[src/rtl/mips_pkg.sv]
// Shared constants and types for the MIPS fetch stage: memory map, redirect
// classes and fetch FSM states.
package mips_pkg;

    localparam logic [31:0] PC_RESET   = 32'h0000_3000;
    localparam logic [31:0] EXC_VECTOR = 32'h0000_4180;
    localparam logic [31:0] IM_BASE    = 32'h0000_3000;
    localparam logic [31:0] IM_LIMIT   = 32'h0000_4FFC;

    // Numeric order is the priority order; higher class wins.
    typedef enum logic [1:0] {
        ClsNone   = 2'd0,
        ClsBranch = 2'd1,
        ClsEret   = 2'd2,
        ClsIrq    = 2'd3
    } redir_class_t;

    typedef enum logic {
        StRun  = 1'b0,
        StPend = 1'b1
    } fetch_state_t;

endpackage

[src/rtl/pc_fetch_if.sv]
// Fetch-stage control/status bundle between the decode/hazard/CP0 side
// (master) and the PC fetch unit (slave).
interface pc_fetch_if;

    logic        StallF;
    logic        BranchTakenD;
    logic [31:0] BranchTargetD;
    logic        EretD;
    logic [31:0] EPC;
    logic        InterruptRequest;
    logic        CtrlInstrD;
    logic [31:0] PCF;
    logic [31:0] PCPlus4F;
    logic        AtDelaySlotF;
    logic        CancelF;
    logic        RedirectPending;

    modport master (
        output StallF, BranchTakenD, BranchTargetD, EretD, EPC, InterruptRequest, CtrlInstrD,
        input  PCF, PCPlus4F, AtDelaySlotF, CancelF, RedirectPending
    );

    modport slave (
        input  StallF, BranchTakenD, BranchTargetD, EretD, EPC, InterruptRequest, CtrlInstrD,
        output PCF, PCPlus4F, AtDelaySlotF, CancelF, RedirectPending
    );

endinterface

[src/rtl/redirect_arbiter.sv]
// Picks the highest-class redirect among this cycle's requests and the latched
// pending entry; a same-cycle request wins ties against the pending one.
module redirect_arbiter
    import mips_pkg::*;
(
    input  logic         irq,
    input  logic         eret,
    input  logic         branch,
    input  logic [31:0]  epc,
    input  logic [31:0]  branch_target,
    input  logic         pend_valid,
    input  redir_class_t pend_class,
    input  logic [31:0]  pend_target,
    output logic         winner_valid,
    output redir_class_t winner_class,
    output logic [31:0]  winner_target
);

    redir_class_t req_class;
    logic [31:0]  req_target;

    always_comb begin
        req_class  = ClsNone;
        req_target = '0;
        if (irq) begin
            req_class  = ClsIrq;
            req_target = EXC_VECTOR;
        end else if (eret) begin
            req_class  = ClsEret;
            req_target = epc;
        end else if (branch) begin
            req_class  = ClsBranch;
            req_target = branch_target;
        end
    end

    always_comb begin
        if (pend_valid && (pend_class > req_class)) begin
            winner_class  = pend_class;
            winner_target = pend_target;
        end else begin
            winner_class  = req_class;
            winner_target = req_target;
        end
        winner_valid = (winner_class != ClsNone);
    end

endmodule

[src/rtl/pc_fetch.sv]
// Program counter for the fetch stage: sequential fetch, prioritised redirects,
// and a pending slot that holds a redirect across hazard stalls.
module pc_fetch
    import mips_pkg::*;
(
    input logic       clk,
    input logic       reset,
    pc_fetch_if.slave fif
);

    fetch_state_t state_q, state_d;
    logic [31:0]  pc_q, pc_d;
    logic [31:0]  pend_target_q, pend_target_d;
    redir_class_t pend_class_q, pend_class_d;
    logic [31:0]  pc_plus4;

    logic         winner_valid;
    redir_class_t winner_class;
    logic [31:0]  winner_target;

    assign pc_plus4 = pc_q + 32'd4;

    redirect_arbiter u_arb (
        .irq           (fif.InterruptRequest),
        .eret          (fif.EretD),
        .branch        (fif.BranchTakenD),
        .epc           (fif.EPC),
        .branch_target (fif.BranchTargetD),
        .pend_valid    (state_q == StPend),
        .pend_class    (pend_class_q),
        .pend_target   (pend_target_q),
        .winner_valid  (winner_valid),
        .winner_class  (winner_class),
        .winner_target (winner_target)
    );

    always_ff @(posedge clk or posedge reset) begin
        if (reset) begin
            state_q       <= StRun;
            pc_q          <= PC_RESET;
            pend_target_q <= '0;
            pend_class_q  <= ClsNone;
        end else begin
            state_q       <= state_d;
            pc_q          <= pc_d;
            pend_target_q <= pend_target_d;
            pend_class_q  <= pend_class_d;
        end
    end

    // In PEND the arbiter already applies the overwrite-if-not-lower rule,
    // so the winner is simply re-latched every stalled cycle.
    always_comb begin
        state_d       = state_q;
        pc_d          = pc_q;
        pend_target_d = pend_target_q;
        pend_class_d  = pend_class_q;
        unique case (state_q)
            StRun: begin
                if (!fif.StallF) begin
                    pc_d = winner_valid ? winner_target : pc_plus4;
                end else if (winner_valid) begin
                    pend_target_d = winner_target;
                    pend_class_d  = winner_class;
                    state_d       = StPend;
                end
            end
            StPend: begin
                if (!fif.StallF) begin
                    pc_d          = winner_target;
                    pend_target_d = '0;
                    pend_class_d  = ClsNone;
                    state_d       = StRun;
                end else begin
                    pend_target_d = winner_target;
                    pend_class_d  = winner_class;
                end
            end
            default: state_d = StRun;
        endcase
    end

    always_comb begin
        fif.PCF             = pc_q;
        fif.PCPlus4F        = pc_plus4;
        fif.CancelF         = (pc_q[1:0] != 2'b00) || (pc_q < IM_BASE) || (pc_q > IM_LIMIT);
        fif.AtDelaySlotF    = fif.CtrlInstrD & ~fif.CancelF;
        fif.RedirectPending = (state_q == StPend);
    end

endmodule

[src/flat_wrapper.sv]
// flat-port wrapper written by rule: the top's interface ports become plain ports
module pc_fetch_flat import mips_pkg::*;
  (clk, reset, fif_StallF, fif_BranchTakenD, fif_BranchTargetD, fif_EretD, fif_EPC, fif_InterruptRequest, fif_CtrlInstrD, fif_PCF, fif_PCPlus4F, fif_AtDelaySlotF, fif_CancelF, fif_RedirectPending);
  pc_fetch_if fif_i ();
  input logic clk;
  input logic reset;
  input wire logic [$bits(fif_i.StallF)-1:0] fif_StallF;
  input wire logic [$bits(fif_i.BranchTakenD)-1:0] fif_BranchTakenD;
  input wire logic [$bits(fif_i.BranchTargetD)-1:0] fif_BranchTargetD;
  input wire logic [$bits(fif_i.EretD)-1:0] fif_EretD;
  input wire logic [$bits(fif_i.EPC)-1:0] fif_EPC;
  input wire logic [$bits(fif_i.InterruptRequest)-1:0] fif_InterruptRequest;
  input wire logic [$bits(fif_i.CtrlInstrD)-1:0] fif_CtrlInstrD;
  output wire logic [$bits(fif_i.PCF)-1:0] fif_PCF;
  output wire logic [$bits(fif_i.PCPlus4F)-1:0] fif_PCPlus4F;
  output wire logic [$bits(fif_i.AtDelaySlotF)-1:0] fif_AtDelaySlotF;
  output wire logic [$bits(fif_i.CancelF)-1:0] fif_CancelF;
  output wire logic [$bits(fif_i.RedirectPending)-1:0] fif_RedirectPending;
  assign fif_i.StallF = fif_StallF;
  assign fif_i.BranchTakenD = fif_BranchTakenD;
  assign fif_i.BranchTargetD = fif_BranchTargetD;
  assign fif_i.EretD = fif_EretD;
  assign fif_i.EPC = fif_EPC;
  assign fif_i.InterruptRequest = fif_InterruptRequest;
  assign fif_i.CtrlInstrD = fif_CtrlInstrD;
  assign fif_PCF = fif_i.PCF;
  assign fif_PCPlus4F = fif_i.PCPlus4F;
  assign fif_AtDelaySlotF = fif_i.AtDelaySlotF;
  assign fif_CancelF = fif_i.CancelF;
  assign fif_RedirectPending = fif_i.RedirectPending;
  pc_fetch u_core (.clk(clk), .reset(reset), .fif(fif_i));
endmodule
[config.mk]
export PLATFORM = sky130hd
export DESIGN_NAME = pc_fetch_flat
export DESIGN_NICKNAME = d
export VERILOG_FILES = /design/src/rtl/mips_pkg.sv /design/src/rtl/pc_fetch_if.sv /design/src/rtl/redirect_arbiter.sv /design/src/rtl/pc_fetch.sv /design/src/flat_wrapper.sv
export SDC_FILE = /design/constraint.sdc
export NUM_CORES = 1
export LEC_CHECK = 0
export BUFFER_PORTS_ARGS = -buffer_cell sky130_fd_sc_hd__buf_2
export CAP_MARGIN = 15
export CORE_MARGIN = 1
export CORE_UTILIZATION = 56
export CTS_CLUSTER_SIZE = 14
export DETAILED_ROUTE_END_ITERATION = 8
export GPL_TIMING_DRIVEN = 0
export PLACE_DENSITY = 0.86
export SLEW_MARGIN = 20
export SYNTH_ARGS = -nofsm -noshare
export SYNTH_HDL_FRONTEND = slang
export SYNTH_SLANG_ARGS = --single-unit
[constraint.sdc]
create_clock -name clk -period 5.45 [get_ports clk]
set_input_delay 0.8175 -clock clk [delete_from_list [all_inputs] [get_ports clk]]
set_output_delay 0.8175 -clock clk [all_outputs]
set_load 0.03 [all_outputs]
Word-level counts from Yosys, hierarchy flattened
Cells that the tools add are included.
{"block": "totals", "reg_bits": 67, "in_bits": 71, "out_inout_bits": 67, "word_cells": 46}
{"block": "op_classes", "n_addsub": 1, "magnitude_cmp": 3, "n_eq_ne": 4, "mux": 24, "n_bitwise": 3, "n_reduce_logical": 7}
{"operator": "2-to-1 mux 32 bit", "n": 10}
{"operator": "case mux 32 bit (2 select lines)", "n": 2}
{"operator": "adder 32 x 3 -> 32 bit, second input constant", "n": 1}
{"operator": "> comparator 32 x 15 -> 1 bit, second input constant", "n": 1}
{"operator": "< comparator 32 x 14 -> 1 bit, second input constant", "n": 1}
{"operator": "2-to-1 mux 2 bit", "n": 6}
{"operator": "inequality test 2 bit, second input constant", "n": 3}
{"operator": "2-to-1 mux 1 bit", "n": 4}
{"operator": "case mux 2 bit (2 select lines)", "n": 1}
{"operator": "AND reduction 2 bit", "n": 2}
{"operator": "nonzero test 2 bit", "n": 2}
{"operator": "> comparator 2 bit", "n": 1}
{"operator": "logical OR 1 bit", "n": 2}
{"operator": "inequality test 2 x 1 -> 1 bit, second input constant", "n": 1}
{"operator": "inverter 1 bit", "n": 2}
{"operator": "case mux 1 bit (2 select lines)", "n": 1}
{"operator": "AND 1 bit", "n": 1}
{"operator": "logical AND 1 bit", "n": 1}

Longest topological paths before layout
{"block": "depth", "ltp_word": 10, "depth_mapped": 11}

Modules after synthesis
From an unflattened synthesis, not the netlist that was laid out.
{"block": "unflattened", "hier_cells": 508, "hier_area_um2": 4804.6}
{"mod": "pc_fetch", "n_inst": 1, "cells_per_inst": 418, "area_each_um2": 3965.1, "seq_area_each_um2": 1679.1}
{"mod": "redirect_arbiter", "n_inst": 1, "cells_per_inst": 90, "area_each_um2": 839.6, "seq_area_each_um2": 0.0}

Worst setup path before layout
No wires, ideal clock.
{"block": "synth_path", "path_kind": "register to output", "startpoint": "register u_core.pc_q[3], in the netlist u_core.fif.PCF[3]", "endpoint": "output fif_PCPlus4F[28]", "arrival_time_ns": 2.519, "path_slack_ns": 2.113, "stages_incl_launch_ff": 7, "n_path_buf": 1, "cell_sequence": "dfrtp_1 ha_1 nand3_4 or4_4 buf_6 nor4_4 xor2_1"}
{"block": "synth_between", "elab_chain_cells": 1}
{"element": "start, declared", "line": "pc_fetch.sv:12", "source": "logic [31:0] pc_q, pc_d;"}
{"element": "start signal, assigned", "line": "pc_fetch.sv:45", "source": "pc_q <= pc_d;"}
{"element": "adder 32 x 3 -> 32 bit", "line": "pc_fetch.sv:21", "source": "assign pc_plus4 = pc_q + 32'd4;"}
{"element": "end, declared", "line": "flat_wrapper.sv:15", "source": "output wire logic [$bits(fif_i.PCPlus4F)-1:0] fif_PCPlus4F;"}
No other way between the ends.

Worst setup path after layout
{"block": "layout_path", "startpoint": "register u_core.pc_q[3], in the netlist u_core.fif.PCF[3]", "endpoint": "output fif_PCPlus4F[26]"}
The elaborated chain is that of the path after synthesis.

==> out/qor.csv <==
metric,value,unit
status,"finished, final reports clean",
crit-path max FO,8,
pwr dens,307,nW/um^2
Hold Path Class,input port to async pin,
Synth Cell Area,4400,sq um
Final HPWL DP,10400,microns
#FFs+latches synth,67,
setup bufs post-CTS,0,
"reg-to-reg slack, setup",2.95,ns
RR Startpoint,u_core.pend_class_q[1]$_DFFE_PP0P_,
dominant cell type by area after synthesis,dfrtp_1,
Clock Latency Late Sink,0.36,ns
post-synth top area share,0.369,
Syn Inst Count,504,
CTS Buffer Depth,2,
number of remaining DRC errors,0,
Worst Reg2Reg Path Length in Cells,8,
Overflow after GRT,0,
ys async rst share,1.00,
Tmin final,3.58,ns
Final Cycle Share,0.656,
Multi-input gate area,2480,sq um
sequential share of the synthesized area,0.381,
Critical Path RT,4.63,ns
max_cap viols,0,
crit start category,register,
Reg area,1680,sq um
clock root buffer master,clkbuf_8,
Rel. slew slack,0.352,
Chip Height,90.7,microns
Simple-Gate Fraction of Synth Area,0.197,
setup tns final,0,ns
Reg2Reg Capture Point,u_core.pend_target_q[28]$_DFFE_PP0P_,
number of iterations in the first detailed-routing pass,5,
"top cells by area, synth","dfrtp_1, mux2i_1, o21ai_0, nand2_1, a22o_1",
most frequent cell after synthesis,dfrtp_1,
Sink Count,67,
synth cell count leaders,"dfrtp_1, nand2_1, o21ai_0, clkbuf_1, nor2_1",
YS warnings,0,
routed via count,4754,
area grow syn2layout,24.2,%
post-synthesis compound-gate area fraction,0.249,
htree depth,3,
Wirelength per Cell,18.8,microns
post-route ant nets,0,
vias in the first global route,4455,
CTS tree,done,
f_max,0.280,GHz
Power Total,1.68,mW
Non-Filler Instances,755,
Placed Cells,740,
post-synthesis mux area share,0.0526,
Final Slew Violations,0,
Setup Skew,0.00911,ns
die area,8220,sq um
die width,90.7,microns
CP startpoint,u_core.fif.PCF[3]$_DFFE_PP0P_,
GRT Util Overall,0.348,
Inserted Diodes,0,
largest family of logic cells by synthesized area,compound AO/OA/AOI/OAI gates,
post-synthesis adder-cell area fraction,0.00852,
Static Leakage,2.62,nW
TritonCTS buffer count,9,
largest net degree at the start of global routing,41,
kind of critical path,register to output port,
Filler Cell Count,578,
Worst-path clk slew,0.08,ns
Vias/cell,6.30,
Nets,726,
WL final,14200,microns
worst-margin pin slew,0.973,ns
Mapped Nets,578,
post-synthesis xor/xnor area fraction,0.0557,
average size of a mapped cell,8.74,sq um
initial drt markers,417,
Synth Flop Type,dfrtp_1,
"Data arrival, critical path",2.76,ns
port bufs,136,
first-pass GRT wire length,22400,microns
initial antenna violation count,0,
Post-CTS Hold Buffers,0,
Post-synth EDFFs,0,
Max IR drop VDD,0.223,mV
layout cells sized above 1,0.271,
# IOs,138,
Final Hold Fails,0,
Crit. End Element,output port,
Starting Density,0.594,
synth unique cells,62,
# resized after CTS,0,
RePlAce Congestion,0.933,
Final Util,0.738,
Core Rows,31,
unrepaired setup endpoints after global routing,no,
Setup-failing EPs final,0,
Core Region,7410,sq um
-- critical path: stages (launching register included) --
cell and delay [ns]:
dfrtp_1 0.46, ha_1 0.30, nand3_4 0.16, or4_4 0.57
buf_6 0.16, nor3_2 0.35, xor2_1 0.18, buf_2 0.22
-- cells in the final DEF, fill, tap and decap left out, drive strengths merged, types with 12 or more instances in the layout --
cell | netlist | routed
buf | 13 | 150
dfrtp | 65 | 65
nand2 | 52 | 52
o21ai | 49 | 49
clkbuf | 30 | 39
nor2 | 29 | 29
a21oi | 26 | 26
mux2i | 22 | 22
a22o | 19 | 19
xnor2 | 19 | 19
nor3 | 18 | 18
inv | 15 | 15
o31a | 12 | 12
-- power breakdown --
group          total [mW]  switching [mW]  internal (mW)
sequential          0.628          0.0703          0.557
clock               0.517           0.214          0.303
combinational       0.534           0.355          0.179
total                1.68           0.640           1.04
-- through the flow --
stage	instance area [sq um]	setup WS [ns]	hold WS [ns]
5_1_grt	5470	1.83	0.470
4_1_cts	5470	1.92	0.456
3_5_place_dp	5230	2.03	0.467
6_report	5470	1.87	0.438
3_3_place_gp	5210	2.08	0.460
2_1_floorplan	4400	2.11	0.445
-- per-layer routing --
metal / GRT usage / share of wire / vias to the layer above
met5: 0 / 0 / -
met4: 0.132 / 0.024 / 0
met3: 0.0480 / 0.089 / 32
met2: 0.576 / 0.48 / 303
met1: 0.460 / 0.41 / 2265
li1: - / - / 2154
-- cell type report --
class | count | share of cell area
sequential | 67 | 0.307
multi-input combinational | 379 | 0.454
tap | 99 | 0.0226
inverter | 15 | 0.0108
clock buffer | 9 | 0.0226
timing repair buffer | 137 | 0.128
buffer | 43 | 0.0341
clock inverter | 6 | 0.0210
-- worst max-delay path by stage --
stage / end / cells after the start / slack (ns)
detailed placement: u_core.pend_target_q[28]$_DFFE_PP0P_ / 12 / 2.03
floorplan: fif_PCPlus4F[28] / 6 / 2.11
global placement: u_core.pend_target_q[28]$_DFFE_PP0P_ / 12 / 2.08
CTS: fif_PCPlus4F[26] / 7 / 1.92
finish: fif_PCPlus4F[26] / 7 / 1.87
global route: fif_PCPlus4F[26] / 7 / 1.83
-- kinds of logic (layout without fill, tap and decap cells) --
group           after synthesis  after routing
mux                          23             23
flops                        67             67
xor+xnor                     28             28
compound gates              162            162
simple gates                163            163
fa+ha+maj                     3              3
buf+inv                      58            210
-- flip-flops by register name, indices dropped and copies added (netlist names) --
register and flops:
u_core.fif.PCF 32, u_core.pend_target_q 32, u_core.pend_class_q 2, u_core.fif.RedirectPending 1
Note: power is estimated with default switching activity, not from simulation.
